File: config.mk
export PLATFORM = sky130hd
export DESIGN_NAME = addr_reg_sequencer_flat
export DESIGN_NICKNAME = d
export VERILOG_FILES = /design/src/rtl/addr_reg_sequencer_pkg.sv /design/src/rtl/addr_reg_sequencer_if.sv /design/src/rtl/addr_reg_sequencer_timeout.sv /design/src/rtl/addr_reg_sequencer.sv /design/src/flat_wrapper.sv
export SDC_FILE = /design/constraint.sdc
export NUM_CORES = 1
export LEC_CHECK = 0
export ABC_AREA = 1
export ABC_CLOCK_PERIOD_IN_PS = 1880
export CORE_UTILIZATION = 40
export CTS_CLUSTER_SIZE = 10
export DETAILED_ROUTE_END_ITERATION = 10
export GPL_TIMING_DRIVEN = 1
export PLACE_DENSITY = 0.67
export SYNTH_ARGS = -nofsm -noshare
export SYNTH_HDL_FRONTEND = slang
export SYNTH_SLANG_ARGS = --single-unit
File: constraint.sdc
create_clock -name clk -period 1.88 [get_ports clk]
set_clock_uncertainty 0.05 [all_clocks]
set_input_delay 0.376 -clock clk [delete_from_list [all_inputs] [get_ports clk]]
set_output_delay 0.376 -clock clk [all_outputs]
set_load 0.005 [all_outputs]
File: src/rtl/addr_reg_sequencer_pkg.sv
// Shared types, bit positions and strobe helpers for the address-register micro-sequencer.
package addr_seq_pkg;

   localparam int unsigned LD_W  = 6;
   localparam int unsigned SEL_W = 4;

   // ld = {inc,pc,j2,j1,m2,m1}
   localparam int unsigned LD_M1  = 0;
   localparam int unsigned LD_M2  = 1;
   localparam int unsigned LD_J1  = 2;
   localparam int unsigned LD_J2  = 3;
   localparam int unsigned LD_PC  = 4;
   localparam int unsigned LD_INC = 5;

   // sel = {j,m,inc,pc}
   localparam int unsigned SEL_PC  = 0;
   localparam int unsigned SEL_INC = 1;
   localparam int unsigned SEL_M   = 2;
   localparam int unsigned SEL_J   = 3;

   typedef enum logic [1:0] {
      LD_M_IMM = 2'b00,
      LD_J_IMM = 2'b01,
      GOTO     = 2'b10,
      JMP_M    = 2'b11
   } op_t;

   typedef enum logic [2:0] {
      IDLE, ADDR, WAIT, LOAD, INC, XFER, DONE, ERR
   } state_t;

   typedef struct packed {
      logic             mem_rd;
      logic [LD_W-1:0]  ld;
      logic [SEL_W-1:0] sel;
      logic             busy;
      logic             done;
   } ctrl_t;

   function automatic logic [LD_W-1:0] ld_bit(input int unsigned idx);
      return LD_W'(1) << idx;
   endfunction

   function automatic logic [SEL_W-1:0] sel_bit(input int unsigned idx);
      return SEL_W'(1) << idx;
   endfunction

   // Byte 0 lands in the low half of M or J, byte 1 in the high half.
   function automatic logic [LD_W-1:0] load_target(input op_t op, input logic byte_idx);
      if (op == LD_M_IMM) return byte_idx ? ld_bit(LD_M2) : ld_bit(LD_M1);
      return byte_idx ? ld_bit(LD_J2) : ld_bit(LD_J1);
   endfunction

endpackage

File: src/rtl/addr_reg_sequencer_if.sv
// Decoder/memory-facing handshake and register-unit strobe bundle of the sequencer.
interface addr_reg_sequencer_if;
   import addr_seq_pkg::*;

   logic             start;
   logic [1:0]       op;
   logic             mem_ack;
   logic             mem_rd;
   logic [LD_W-1:0]  ld;
   logic [SEL_W-1:0] sel;
   logic             busy;
   logic             done;
   logic             err;

   modport master (output start, op, mem_ack,
                   input  mem_rd, ld, sel, busy, done, err);

   modport slave  (input  start, op, mem_ack,
                   output mem_rd, ld, sel, busy, done, err);
endinterface

File: src/rtl/addr_reg_sequencer_timeout.sv
// Memory-ack wait counter: cleared per byte fetch, counts WAIT cycles, flags the last allowed one.
module seq_timeout_counter #(
   parameter int unsigned TIMEOUT = 15,
   parameter int unsigned CNT_W   = 8
) (
   input  logic clk,
   input  logic reset_n,
   input  logic clear,
   input  logic enable,
   output logic tc_c
);

   logic [CNT_W-1:0] cnt_q, cnt_d;

   always_comb begin
      cnt_d = cnt_q;
      if (clear)       cnt_d = '0;
      else if (enable) cnt_d = cnt_q + CNT_W'(1);
   end

   always_ff @(posedge clk or negedge reset_n) begin
      if (!reset_n) cnt_q <= '0;
      else          cnt_q <= cnt_d;
   end

   // Count holds WAIT cycles already spent, so this is the final cycle an ack may arrive.
   assign tc_c = (cnt_q == CNT_W'(TIMEOUT - 1));

endmodule

File: src/rtl/addr_reg_sequencer.sv
// Micro-sequencer issuing PC/INC/M/J load and bus-select strobes for immediate loads and jumps.
module addr_reg_sequencer
   import addr_seq_pkg::*;
#(
   parameter int unsigned TIMEOUT = 15,
   parameter int unsigned CNT_W   = 8
) (
   input  logic                 clk,
   input  logic                 reset_n,
   addr_reg_sequencer_if.slave  bus
);

   state_t state_q, state_d;
   op_t    op_q,    op_d;
   logic   byte_q,  byte_d;
   ctrl_t  ctrl_q,  ctrl_d;
   logic   err_q,   err_d;
   logic   tc_c;
   logic   accept_c;

   assign accept_c = (state_q == IDLE) && bus.start;

   seq_timeout_counter #(
      .TIMEOUT (TIMEOUT),
      .CNT_W   (CNT_W)
   ) u_timeout (
      .clk     (clk),
      .reset_n (reset_n),
      .clear   (state_d == ADDR),
      .enable  (state_q == WAIT),
      .tc_c    (tc_c)
   );

   always_ff @(posedge clk or negedge reset_n) begin
      if (!reset_n) begin
         state_q <= IDLE;
         op_q    <= LD_M_IMM;
         byte_q  <= 1'b0;
      end else begin
         state_q <= state_d;
         op_q    <= op_d;
         byte_q  <= byte_d;
      end
   end

   always_comb begin
      state_d = state_q;
      op_d    = op_q;
      byte_d  = byte_q;
      case (state_q)
         IDLE: if (bus.start) begin
            op_d    = op_t'(bus.op);
            byte_d  = 1'b0;
            state_d = (op_t'(bus.op) == JMP_M) ? XFER : ADDR;
         end
         ADDR: state_d = WAIT;
         WAIT: begin
            if (bus.mem_ack) state_d = LOAD;
            else if (tc_c)   state_d = ERR;
         end
         LOAD: state_d = INC;
         INC: begin
            if (!byte_q) begin
               byte_d  = 1'b1;
               state_d = ADDR;
            end else begin
               state_d = (op_q == GOTO) ? XFER : DONE;
            end
         end
         XFER:    state_d = DONE;
         DONE:    state_d = IDLE;
         ERR:     state_d = IDLE;
         default: state_d = IDLE;
      endcase
   end

   // Strobes are decoded from the next state so the registered outputs line up with the state.
   always_comb begin
      ctrl_d      = '0;
      ctrl_d.busy = (state_d != IDLE);
      err_d       = err_q;
      if (accept_c)             err_d = 1'b0;
      else if (state_d == ERR)  err_d = 1'b1;
      case (state_d)
         ADDR: begin
            ctrl_d.sel    = sel_bit(SEL_PC);
            ctrl_d.ld     = ld_bit(LD_INC);
            ctrl_d.mem_rd = 1'b1;
         end
         WAIT: begin
            ctrl_d.sel    = sel_bit(SEL_PC);
            ctrl_d.mem_rd = 1'b1;
         end
         LOAD: begin
            ctrl_d.sel    = sel_bit(SEL_PC);
            ctrl_d.ld     = load_target(op_d, byte_d);
            ctrl_d.mem_rd = 1'b1;
         end
         INC: begin
            ctrl_d.sel = sel_bit(SEL_INC);
            ctrl_d.ld  = ld_bit(LD_PC);
         end
         XFER: begin
            ctrl_d.sel = (op_d == GOTO) ? sel_bit(SEL_J) : sel_bit(SEL_M);
            ctrl_d.ld  = ld_bit(LD_PC);
         end
         DONE:    ctrl_d.done = 1'b1;
         ERR:     ctrl_d.done = 1'b1;
         default: ;
      endcase
   end

   always_ff @(posedge clk or negedge reset_n) begin
      if (!reset_n) begin
         ctrl_q <= '0;
         err_q  <= 1'b0;
      end else begin
         ctrl_q <= ctrl_d;
         err_q  <= err_d;
      end
   end

   assign bus.mem_rd = ctrl_q.mem_rd;
   assign bus.ld     = ctrl_q.ld;
   assign bus.sel    = ctrl_q.sel;
   assign bus.busy   = ctrl_q.busy;
   assign bus.done   = ctrl_q.done;
   assign bus.err    = err_q;

endmodule

File: src/flat_wrapper.sv
// flat-port wrapper written by rule: the top's interface ports become plain ports
module addr_reg_sequencer_flat import addr_seq_pkg::*;
#(
   parameter int unsigned TIMEOUT = 15,
   parameter int unsigned CNT_W   = 8
)
  (clk, reset_n, bus_start, bus_op, bus_mem_ack, bus_mem_rd, bus_ld, bus_sel, bus_busy, bus_done, bus_err);
  addr_reg_sequencer_if bus_i ();
  input  logic clk;
  input  logic reset_n;
  input wire logic [$bits(bus_i.start)-1:0] bus_start;
  input wire logic [$bits(bus_i.op)-1:0] bus_op;
  input wire logic [$bits(bus_i.mem_ack)-1:0] bus_mem_ack;
  output wire logic [$bits(bus_i.mem_rd)-1:0] bus_mem_rd;
  output wire logic [$bits(bus_i.ld)-1:0] bus_ld;
  output wire logic [$bits(bus_i.sel)-1:0] bus_sel;
  output wire logic [$bits(bus_i.busy)-1:0] bus_busy;
  output wire logic [$bits(bus_i.done)-1:0] bus_done;
  output wire logic [$bits(bus_i.err)-1:0] bus_err;
  assign bus_i.start = bus_start;
  assign bus_i.op = bus_op;
  assign bus_i.mem_ack = bus_mem_ack;
  assign bus_mem_rd = bus_i.mem_rd;
  assign bus_ld = bus_i.ld;
  assign bus_sel = bus_i.sel;
  assign bus_busy = bus_i.busy;
  assign bus_done = bus_i.done;
  assign bus_err = bus_i.err;
  addr_reg_sequencer #(.TIMEOUT(TIMEOUT), .CNT_W(CNT_W)) u_core (.clk(clk), .reset_n(reset_n), .bus(bus_i));
endmodule
==> impl_metrics.py <==
metrics = {
    "critical_path": {
        "worstPathBufferInverterCount": 1,
        "arrival_ns": 1.23,
        "path_class": "register to output port",
        "crit_chain": "clkdlybuf4s50_1",
        "cp_top_family": "buffers and inverters",
        "end_kind": "output port",
        "critical_path.max_fanout": 2,
        "cpPeakStageDelay_ns": 0.50,
        "cp.required_ns": 1.45,
        "worst_setup_path_start_kind": "register",
        "slowest_stage": "clkdlybuf4s50_1",
    },
    "timing": {
        "finalMaxSlewViolations": 0,
        "hold_viol": 0,
        "relSlewSlack": 0.769,
        "clock.fmax_ghz": 0.605,
        "fin_crit_sh": 0.879,
        "rsz0062_at_grt": "no",
        "setup_viol": 0,
        "period_needed_ns": 1.65,
        "worst_pin_slew_ns": 0.347,
        "finalSetupTns_ns": 0,
    },
    "die": {
        "coreArea_um2": 3360,
        "die_h_um": 61.7,
        "rows": 21,
        "die_area_um2": 3810,
        "die_w_um": 61.7,
        "initial_core_util": 0.424,
        "ios": 20,
    },
    "global_routing": {
        "antenna_found_initial": 0,
        "grt_overflow_total": 0,
        "grt_pass1_wl_mm": 4.22,
        "grt_pass1_vias": 1037,
        "grt_start_max_net_pins": 29,
        "grt_util_all_layers": 0.154,
    },
    "yosys": {
        "yosysSeqAreaShare": 0.492,
        "synth_edf_count": 0,
        "synth_top_cell_by_area": "dfrtp_1",
        "netlist_top_cells_area": "dfrtp_1, inv_1, nand2_1",
        "avgSynthCellArea_um2": 8.96,
        "postSynthCellCount": 159,
        "ys_ff_latch": 28,
        "synth_commonest_cells": "inv_1, dfrtp_1, nand2_1",
        "yosys_warnings": 0,
        "syn_area_um2": 1430,
        "ys_types": 25,
        "async_flop_share": 1.00,
        "synth.most_common_cell": "inv_1",
        "synth_fp_nets": 167,
        "synth_ff_type": "dfrtp_1",
        "synth_top_area_frac": 0.492,
    },
    "cts": {
        "cts_setup_buffers": 0,
        "cts_made_buffers": 3,
        "root_buffer": "clkbuf_4",
        "clk_latency_ns": 0.34,
        "numClockSinks": 28,
        "cts-htree-levels": 1,
        "path_clk_slew_ns": 0.15,
        "cts_hold_buf": 0,
        "clockBufferDepth": 2,
        "cts_tree": "yes",
        "cts_resized": 0,
    },
    "finish": {
        "area_growth_pct": 21.6,
        "instances_no_fill": 229,
        "post-route-util": 0.515,
        "finish.net_count": 192,
        "drive_above_1_share": 0.213,
        "diodes": 0,
    },
    "status": {
        "status": "finished, final reports clean",
    },
    "detailed_routing": {
        "dr_wl_met2_mm": 1.22,
        "routedWlPerCell_um": 10.5,
        "vias": 993,
        "met3_length_um": 63,
        "routed.top_layer": "met4",
        "drt-pass1-iter-count": 4,
        "wl_met1_mm": 1.10,
        "vias_per_cell": 4.34,
        "detail-route-antenna-nets": 0,
        "wirelength_mm": 2.41,
        "drt_iter0_markers": 11,
        "drc": 0,
    },
    "place": {
        "placedCellCount": 225,
        "gp_congestion": 0.842,
        "dp_hpwl_mm": 1.87,
        "port_buffers": 19,
    },
    "pwr": {
        "powerDensity_nw_per_um2": 1360,
        "irDropWorstVdd_mv": 0.524,
        "p_leak_nw": 0.897,
    },
    "job": {
        "timing.max_cap.violations": 0,
    },
    "worst_hold_path": {
        "hp-class": "input pin to asynchronous set/reset pin",
    },
}
## path summary, 6_finish.rpt
path | slack, ns | start | cells after the start | to
min | 0.33 | reset_n | 2 | u_core.bus.ld[0]
min in group clk | 0.50 | u_core.bus.err | 2 | u_core.bus.err
max in group asynchronous | 1.17 | reset_n | 2 | u_core.u_timeout.cnt_q[6]
max reg2reg | 0.29 | u_core.state_q[2] | 8 | u_core.u_timeout.cnt_q[0]
min reg2reg | 0.50 | u_core.bus.err | 2 | u_core.bus.err
max | 0.23 | u_core.bus.err | 1 | bus_err
## layout by cell type (no fill, tap or decap), types with 2 or more instances in the layout
cell type	netlist	routed
nand2_1	28	28
nor2_4	3	3
nand2_4	2	2
inv_1	31	31
nand2_2	7	7
o21ai_2	2	2
xor2_1	3	3
o21ai_1	3	3
nand3_1	8	8
nor2_2	6	6
ha_1	2	2
dfrtp_1	28	28
clkdlybuf4s50_1	0	19
inv_2	5	5
o21ai_0	3	3
nor2_1	16	16
clkbuf_4	0	3
nor3_2	3	3
## layer usage
layer  GRT usage  vias up
met4      0.0762        0
li1            -      524
met5           0        -
met2       0.269       12
met3      0.0269        4
met1       0.182      453
## power breakdown
part	internal [W]	total, W	leakage [nW]	switching, W
clock network	0.000216	0.000397	0.0279	0.000181
registers	0.000761	0.000867	0.369	0.000105
logic	0.000430	0.00110	0.500	0.000669
## through the flow
stage,instance area [µm²],worst slack [ns],hold WS [ns],power (W)
global placement,1680,0.146,0.494,0.00196
CTS,1730,0.219,0.348,0.00240
detailed placement,1680,0.101,0.466,0.00199
global route,1730,0.129,0.360,0.00256
finish,1730,0.227,0.333,0.00236
floorplan,1430,0.473,0.0304,0.00167
## sequential cells by signal, indices dropped and copies added (netlist names)
register,flops
u_core.op_q,2
u_core.bus.ld,6
u_core.bus.done,1
u_core.state_q,3
u_core.bus.busy,1
u_core.byte_q,1
u_core.bus.sel,4
u_core.bus.mem_rd,1
u_core.u_timeout.cnt_q,8
u_core.bus.err,1
## kinds of logic after synthesis
family,count (synthesis),synth area share
DFF,28,0.492
adders and majority gates,2,0.0176
buffers and inverters,36,0.0948
xor gates and xnor gates,4,0.0246
and+or+nand+nor,77,0.306
AOI/OAI and AO/OA,12,0.0650
## layout make-up
class	count	area [µm²]
multi-input cells	95	589
inverters	36	135
repair buffers	20	198
fillers	352	1630
clock buffers	3	22.5
well taps	46	57.6
flip-flops and latches	28	701
clock inverters	1	30.0
No activity file was read; power rests on OpenSTA's default activity.
